==> src/rtl/mw_wdata_stage.sv <==
// ---------------------------------------------------------------------------
// mw_wdata_stage
//
// Purpose:
//   M-stage writeback-data selection and M/W pipeline register.
//   - picks one of NSRC M-stage results (out-of-range select falls back to
//     source 0),
//   - adds LINK_OFFSET to source LINK_SRC for link instructions,
//   - byte/half extends memory load data on source MEM_SRC,
//   - applies the $0 rule (A3==0 -> no write, data forced to 0),
//   - exposes the final value combinationally for forwarding,
//   - registers data/A3/WE into W under flush/stall control,
//   - keeps a saturating count of committed register writes.
//
// Pipeline control (single contract for this stage):
//   flush=1 at a rising edge loads a bubble (0/0/0) and wins over stall.
//   stall=1 (flush=0) holds every W output and the commit counter.
//   Otherwise W loads the effective M value; the counter advances when the
//   loaded WE is 1, stopping at all-ones.
//
// Ports:
//   clk            in   rising-edge clock
//   reset          in   asynchronous active-low reset
//   M_src          in   NSRC*WIDTH flattened sources, source i at [i*WIDTH +: WIDTH]
//   s_M_GRF_Wdata  in   source select
//   M_is_link      in   link instruction
//   M_load_mode    in   000 word, 001 lbu, 010 lb, 011 lhu, 100 lh, others word
//   M_byte_off     in   address low bits for the load lane
//   M_GRF_A3       in   destination register
//   M_GRF_WE       in   register write enable
//   stall          in   hold the W register
//   flush          in   insert a bubble into W
//   M_fwd_data     out  combinational final M value (forwarding)
//   W_GRF_Wdata    out  registered writeback data
//   W_GRF_A3       out  registered destination
//   W_GRF_WE       out  registered write enable
//   W_commit_cnt   out  saturating committed-write count
//
// WIDTH must be >= 32; load extension looks only at the low 32 bits.
// ---------------------------------------------------------------------------
module mw_wdata_stage #(
  parameter int WIDTH       = 32,
  parameter int NSRC        = 4,
  parameter int SEL_W       = 2,
  parameter int ADDR_W      = 5,
  parameter int LINK_SRC    = 2,
  parameter int LINK_OFFSET = 8,
  parameter int MEM_SRC     = 1,
  parameter int CNT_W       = 32
) (
  input  logic                  clk,
  input  logic                  reset,
  input  logic [NSRC*WIDTH-1:0] M_src,
  input  logic [SEL_W-1:0]      s_M_GRF_Wdata,
  input  logic                  M_is_link,
  input  logic [2:0]            M_load_mode,
  input  logic [1:0]            M_byte_off,
  input  logic [ADDR_W-1:0]     M_GRF_A3,
  input  logic                  M_GRF_WE,
  input  logic                  stall,
  input  logic                  flush,
  output logic [WIDTH-1:0]      M_fwd_data,
  output logic [WIDTH-1:0]      W_GRF_Wdata,
  output logic [ADDR_W-1:0]     W_GRF_A3,
  output logic                  W_GRF_WE,
  output logic [CNT_W-1:0]      W_commit_cnt
);

  localparam logic [2:0] LD_LBU = 3'b001;
  localparam logic [2:0] LD_LB  = 3'b010;
  localparam logic [2:0] LD_LHU = 3'b011;
  localparam logic [2:0] LD_LH  = 3'b100;

  logic [WIDTH-1:0]  src_sel;
  logic [WIDTH-1:0]  src_link;
  logic [WIDTH-1:0]  src_ext;
  logic [7:0]        byte_lane;
  logic [15:0]       half_lane;
  logic              sel_is_link;
  logic              sel_is_mem;
  logic              a3_is_zero;
  logic              eff_we;

  logic [WIDTH-1:0]  w_wdata_d, w_wdata_q;
  logic [ADDR_W-1:0] w_a3_d,    w_a3_q;
  logic              w_we_d,    w_we_q;
  logic [CNT_W-1:0]  cnt_d,     cnt_q;

  // Source mux; any select with no matching source keeps source 0.
  always_comb begin
    src_sel = M_src[0 +: WIDTH];
    for (int i = 1; i < NSRC; i++) begin
      if (int'(s_M_GRF_Wdata) == i) src_sel = M_src[i*WIDTH +: WIDTH];
    end
  end

  assign sel_is_link = (int'(s_M_GRF_Wdata) == LINK_SRC) && M_is_link;
  assign sel_is_mem  = (int'(s_M_GRF_Wdata) == MEM_SRC);

  // Link offset wraps modulo 2^WIDTH.
  assign src_link = sel_is_link ? (src_sel + WIDTH'(LINK_OFFSET)) : src_sel;

  always_comb begin
    byte_lane = src_sel[7:0];
    case (M_byte_off)
      2'd0:    byte_lane = src_sel[7:0];
      2'd1:    byte_lane = src_sel[15:8];
      2'd2:    byte_lane = src_sel[23:16];
      default: byte_lane = src_sel[31:24];
    endcase
  end

  // Halfword lane ignores byte_off[0].
  assign half_lane = M_byte_off[1] ? src_sel[31:16] : src_sel[15:0];

  always_comb begin
    src_ext = src_link;
    if (sel_is_mem) begin
      case (M_load_mode)
        LD_LBU:  src_ext = {{(WIDTH-8){1'b0}}, byte_lane};
        LD_LB:   src_ext = {{(WIDTH-8){byte_lane[7]}}, byte_lane};
        LD_LHU:  src_ext = {{(WIDTH-16){1'b0}}, half_lane};
        LD_LH:   src_ext = {{(WIDTH-16){half_lane[15]}}, half_lane};
        default: src_ext = src_link;
      endcase
    end
  end

  // $0 is never written and never forwarded as nonzero.
  assign a3_is_zero = (M_GRF_A3 == '0);
  assign eff_we     = M_GRF_WE && !a3_is_zero;
  assign M_fwd_data = a3_is_zero ? '0 : src_ext;

  always_comb begin
    w_wdata_d = w_wdata_q;
    w_a3_d    = w_a3_q;
    w_we_d    = w_we_q;
    cnt_d     = cnt_q;
    if (flush) begin
      w_wdata_d = '0;
      w_a3_d    = '0;
      w_we_d    = 1'b0;
    end else if (!stall) begin
      w_wdata_d = M_fwd_data;
      w_a3_d    = M_GRF_A3;
      w_we_d    = eff_we;
      if (eff_we && (cnt_q != '1)) cnt_d = cnt_q + CNT_W'(1);
    end
  end

  always_ff @(posedge clk or negedge reset) begin
    if (!reset) begin
      w_wdata_q <= '0;
      w_a3_q    <= '0;
      w_we_q    <= 1'b0;
      cnt_q     <= '0;
    end else begin
      w_wdata_q <= w_wdata_d;
      w_a3_q    <= w_a3_d;
      w_we_q    <= w_we_d;
      cnt_q     <= cnt_d;
    end
  end

  assign W_GRF_Wdata  = w_wdata_q;
  assign W_GRF_A3     = w_a3_q;
  assign W_GRF_WE     = w_we_q;
  assign W_commit_cnt = cnt_q;

endmodule

==> config.mk <==
export PLATFORM = sky130hd
export DESIGN_NAME = mw_wdata_stage
export DESIGN_NICKNAME = d
export VERILOG_FILES = /design/src/rtl/mw_wdata_stage.sv
export SDC_FILE = /design/constraint.sdc
export NUM_CORES = 1
export LEC_CHECK = 0
export CAP_MARGIN = 20
export CORE_ASPECT_RATIO = 1.25
export CORE_MARGIN = 5
export CORE_UTILIZATION = 32
export DETAILED_ROUTE_END_ITERATION = 12
export HOLD_SLACK_MARGIN = 0.06
export SETUP_SLACK_MARGIN = 0.2
export SLEW_MARGIN = 10
export SYNTH_ARGS = -nofsm -noshare
export SYNTH_HDL_FRONTEND = slang
export SYNTH_SLANG_ARGS = --single-unit
==> constraint.sdc <==
create_clock -name clk -period 8.9 [get_ports clk]
set_clock_uncertainty 0.05 [all_clocks]
set_input_delay 1.78 -clock clk [delete_from_list [all_inputs] [get_ports clk]]
set_output_delay 1.78 -clock clk [all_outputs]
set_load 0.005 [all_outputs]
==> impl_metrics.tcl <==
set metrics [dict create \
    status "finished clean" \
    gp_congestion 0.932 \
    path_cells "buf_2 > mux4_1 > nand4_4 > or3_1 > nor4_1 > mux2_2 > and2_1 > clkdlybuf4s50_1" \
    antenna_left 0 \
    clk_pin_slew_ps 50 \
    min_path_type "reg2reg" \
    fmax_mhz 139 \
    io_pins 248 \
    crit_slowest_cell "buf_2" \
    seq_area_mm2 0.00175 \
    critPathRequiredTime_ps 7070 \
    switching_share_pct 27.6 \
    start_kind "input port" \
    place_area_mm2 0.00803 \
    leakage_nw 3.36 \
    r2r-start "W_commit_cnt[17]" \
    antenna_found_initial 0 \
    crit_fanout 38 \
    rsz0062_at_grt "no" \
    ys_seq_elements 70 \
    critPathLaunch "s_M_GRF_Wdata[0]" \
    antennaDiodeCount 0 \
    synthesis.area_mm2 0.00545 \
    drive_gt1_share_pct 7.60 \
    htreeDepth 3 \
    initial_utilization_pct 32.5 \
    synth_edf_count 0 \
    avgSynthCellArea_um2 9.58 \
    nFillCells 1545 \
    vias 5710 \
    finalCriticalPeriod_ps 7200 \
    reg2reg_depth 6 \
    ys_warn_count 0 \
    via_per_inst 5.58 \
    rows 53 \
    critPathMaxStageDelay_ps 760 \
    cts_tree "done" \
    layout.nets 945 \
    grt_remaining_overflow 0 \
    maxSlewHeadroom_pct 31.0 \
    multiInputGateArea_mm2 0.00346 \
    cts_root_buf "clkbuf_16" \
    final_cell_mix "244 x clkdlybuf4s50_1, 70 x dfrtp_1, 61 x nand2_1, 56 x nor2_1" \
    syn_inst 569 \
    powerDensity_mw_per_mm2 136 \
    grt_first_pass_wirelength_mm 32.7 \
    p_int_w 0.000822 \
    critPathKind "in2out" \
    grt_pass1_vias 5777 \
    cts_inserted_buffers 9 \
    area_growth_pct 53.5 \
    peakVddDrop_mv 0.0734 \
    drt-wirelength-per-cell_um 21.3 \
    min_from "W_commit_cnt[20]" \
    synthesis.nets 716 \
    setup_viol 0 \
    cts_resized 0 \
    clock_sinks 70 \
    p_switching_w 0.000313 \
    layout_commonest_cell "clkdlybuf4s50_1" \
    place_ws_ps 1700 \
    end_kind "primary output" \
    first_pass_iters 6 \
    core-area_mm2 0.0168 \
    clockBufferDepth 2 \
    synth-main-ff-cell "dfrtp_1" \
    pwr-share-clk_pct 34.5 \
    maxCapViolCount 0 \
    drcViolationCount 0 \
    post-route-period-util_pct 80.9 \
    grt_use_total_pct 21.2 \
    die_area_mm2 0.0198 \
    tightestPinTransition_ps 1030 \
    setup_tns_ps 0 \
    hold_depth 1 \
    port_buffers 247 \
    finalWorstSetupSlack_ps 1700 \
    power_frac_seq_pct 32.7 \
    die_x_um 127 \
    clock_latency_ps 330 \
    slew_violations 0 \
    design_area_mm2 0.00837 \
    async_flop_share_pct 100 \
    dpl.hpwl_mm 17.9 \
    hold_buffers 0 \
    hold_violations 0 \
    totalWireLength_mm 21.7 \
    die_h_um 156 \
    ys_types 67 \
    yosysSeqAreaShare_pct 32.1 \
    power_frac_comb_pct 32.8 \
    grt_max_degree 71 \
    post_cts_buffers 0 \
    worstPathArrival_ps 5370 \
    drt_iter0_drc 576 \
]
[through the flow]
step           power, W  hold slack [ps]  utilization (%)  std cells
2_1_floorplan  0.000528              413                -        569
3_3_place_gp   0.000746              423             47.9       1007
3_5_place_dp   0.000749              429             47.9       1007
4_1_cts         0.00115              441             49.9       1023
5_1_grt         0.00119              464             49.9       1023
6_report        0.00114              439             49.9       1023
[critical path, delay by kind of cell]
kind          cells  cell delay, ps
buf+inv           2            1200
mux               2             970
simple gates      4            1390
[registers in the layout, summed over array words and instances, names as in the netlist]
register / cells
W_GRF_A3: 5
W_GRF_WE: 1
W_GRF_Wdata: 32
W_commit_cnt: 32
[routing by layer]
| layer | vias to the layer above | share of wire [%] | routed length, µm | global-route usage, % |
|---|---|---|---|---|
| li1 | 2616 | - | - | - |
| met1 | 2742 | 39 | 8560 | 25.9 |
| met2 | 319 | 50 | 10900 | 37.7 |
| met3 | 33 | 9.0 | 1950 | 4.69 |
| met4 | 0 | 1.7 | 376 | 5.47 |
| met5 | - | 0 | 0 | 0 |
[final timing paths]
| path | slack [ps] | to |
|---|---|---|
| min | 440 | W_commit_cnt[20] |
| max in group asynchronous | 6610 | W_GRF_Wdata[25] |
| max | 1700 | M_fwd_data[30] |
| min reg2reg | 440 | W_commit_cnt[20] |
| min in group asynchronous | 1600 | W_commit_cnt[24] |
| max reg2reg | 6520 | W_commit_cnt[5] |
[power groups by stage]
stage	registers, W	clock network [W]	logic [W]
after floorplan	0.000371	0	0.000156
after global placement	0.000376	0	0.000370
after detailed placement	0.000376	0	0.000372
after CTS	0.000371	0.000401	0.000374
after global routing	0.000375	0.000415	0.000399
final	0.000371	0.000391	0.000372
[cell usage after synthesis, drive strengths merged, types with 4 or more instances]
master  count  area share [%]
a21oi      11             1.0
a22o       18             2.9
a31oi       4            0.46
and2       15             1.7
and3        8            0.92
and4        8             1.3
buf        14             2.2
clkbuf     21             1.5
dfrtp      70              32
inv        11            0.76
mux2        6             1.2
mux2i      17             3.1
mux4       34              15
nand2      61             4.2
nand3      22             2.0
nand4      20             2.6
nor2       56             3.9
nor2b       6            0.69
nor3       21             1.9
nor4       16             2.1
o211ai      4            0.55
o21ai      23             2.1
o31a        5            0.80
o31ai       4            0.55
or2         5            0.57
or3         4            0.46
xnor2      22             3.5
xor2       16             2.6
[cells by family after synthesis]
| group | after synthesis | synth area share (%) |
|---|---|---|
| simple gates | 255 | 24.2 |
| compound gates | 101 | 13.4 |
| flops | 70 | 32.1 |
| mux | 57 | 19.3 |
| buf+inv | 46 | 4.43 |
| xor+xnor | 38 | 6.10 |
| fa+ha+maj | 2 | 0.413 |
[final cells by class]
class / count / area share [%]
flip-flops and latches: 70 / 20.9
multi-input cells: 453 / 41.4
clock inverters: 3 / 0.778
repair buffers: 253 / 29.9
well taps: 220 / 3.29
clock buffers: 13 / 3.23
inverters: 11 / 0.493
Note: power is estimated with default switching activity, not from simulation.
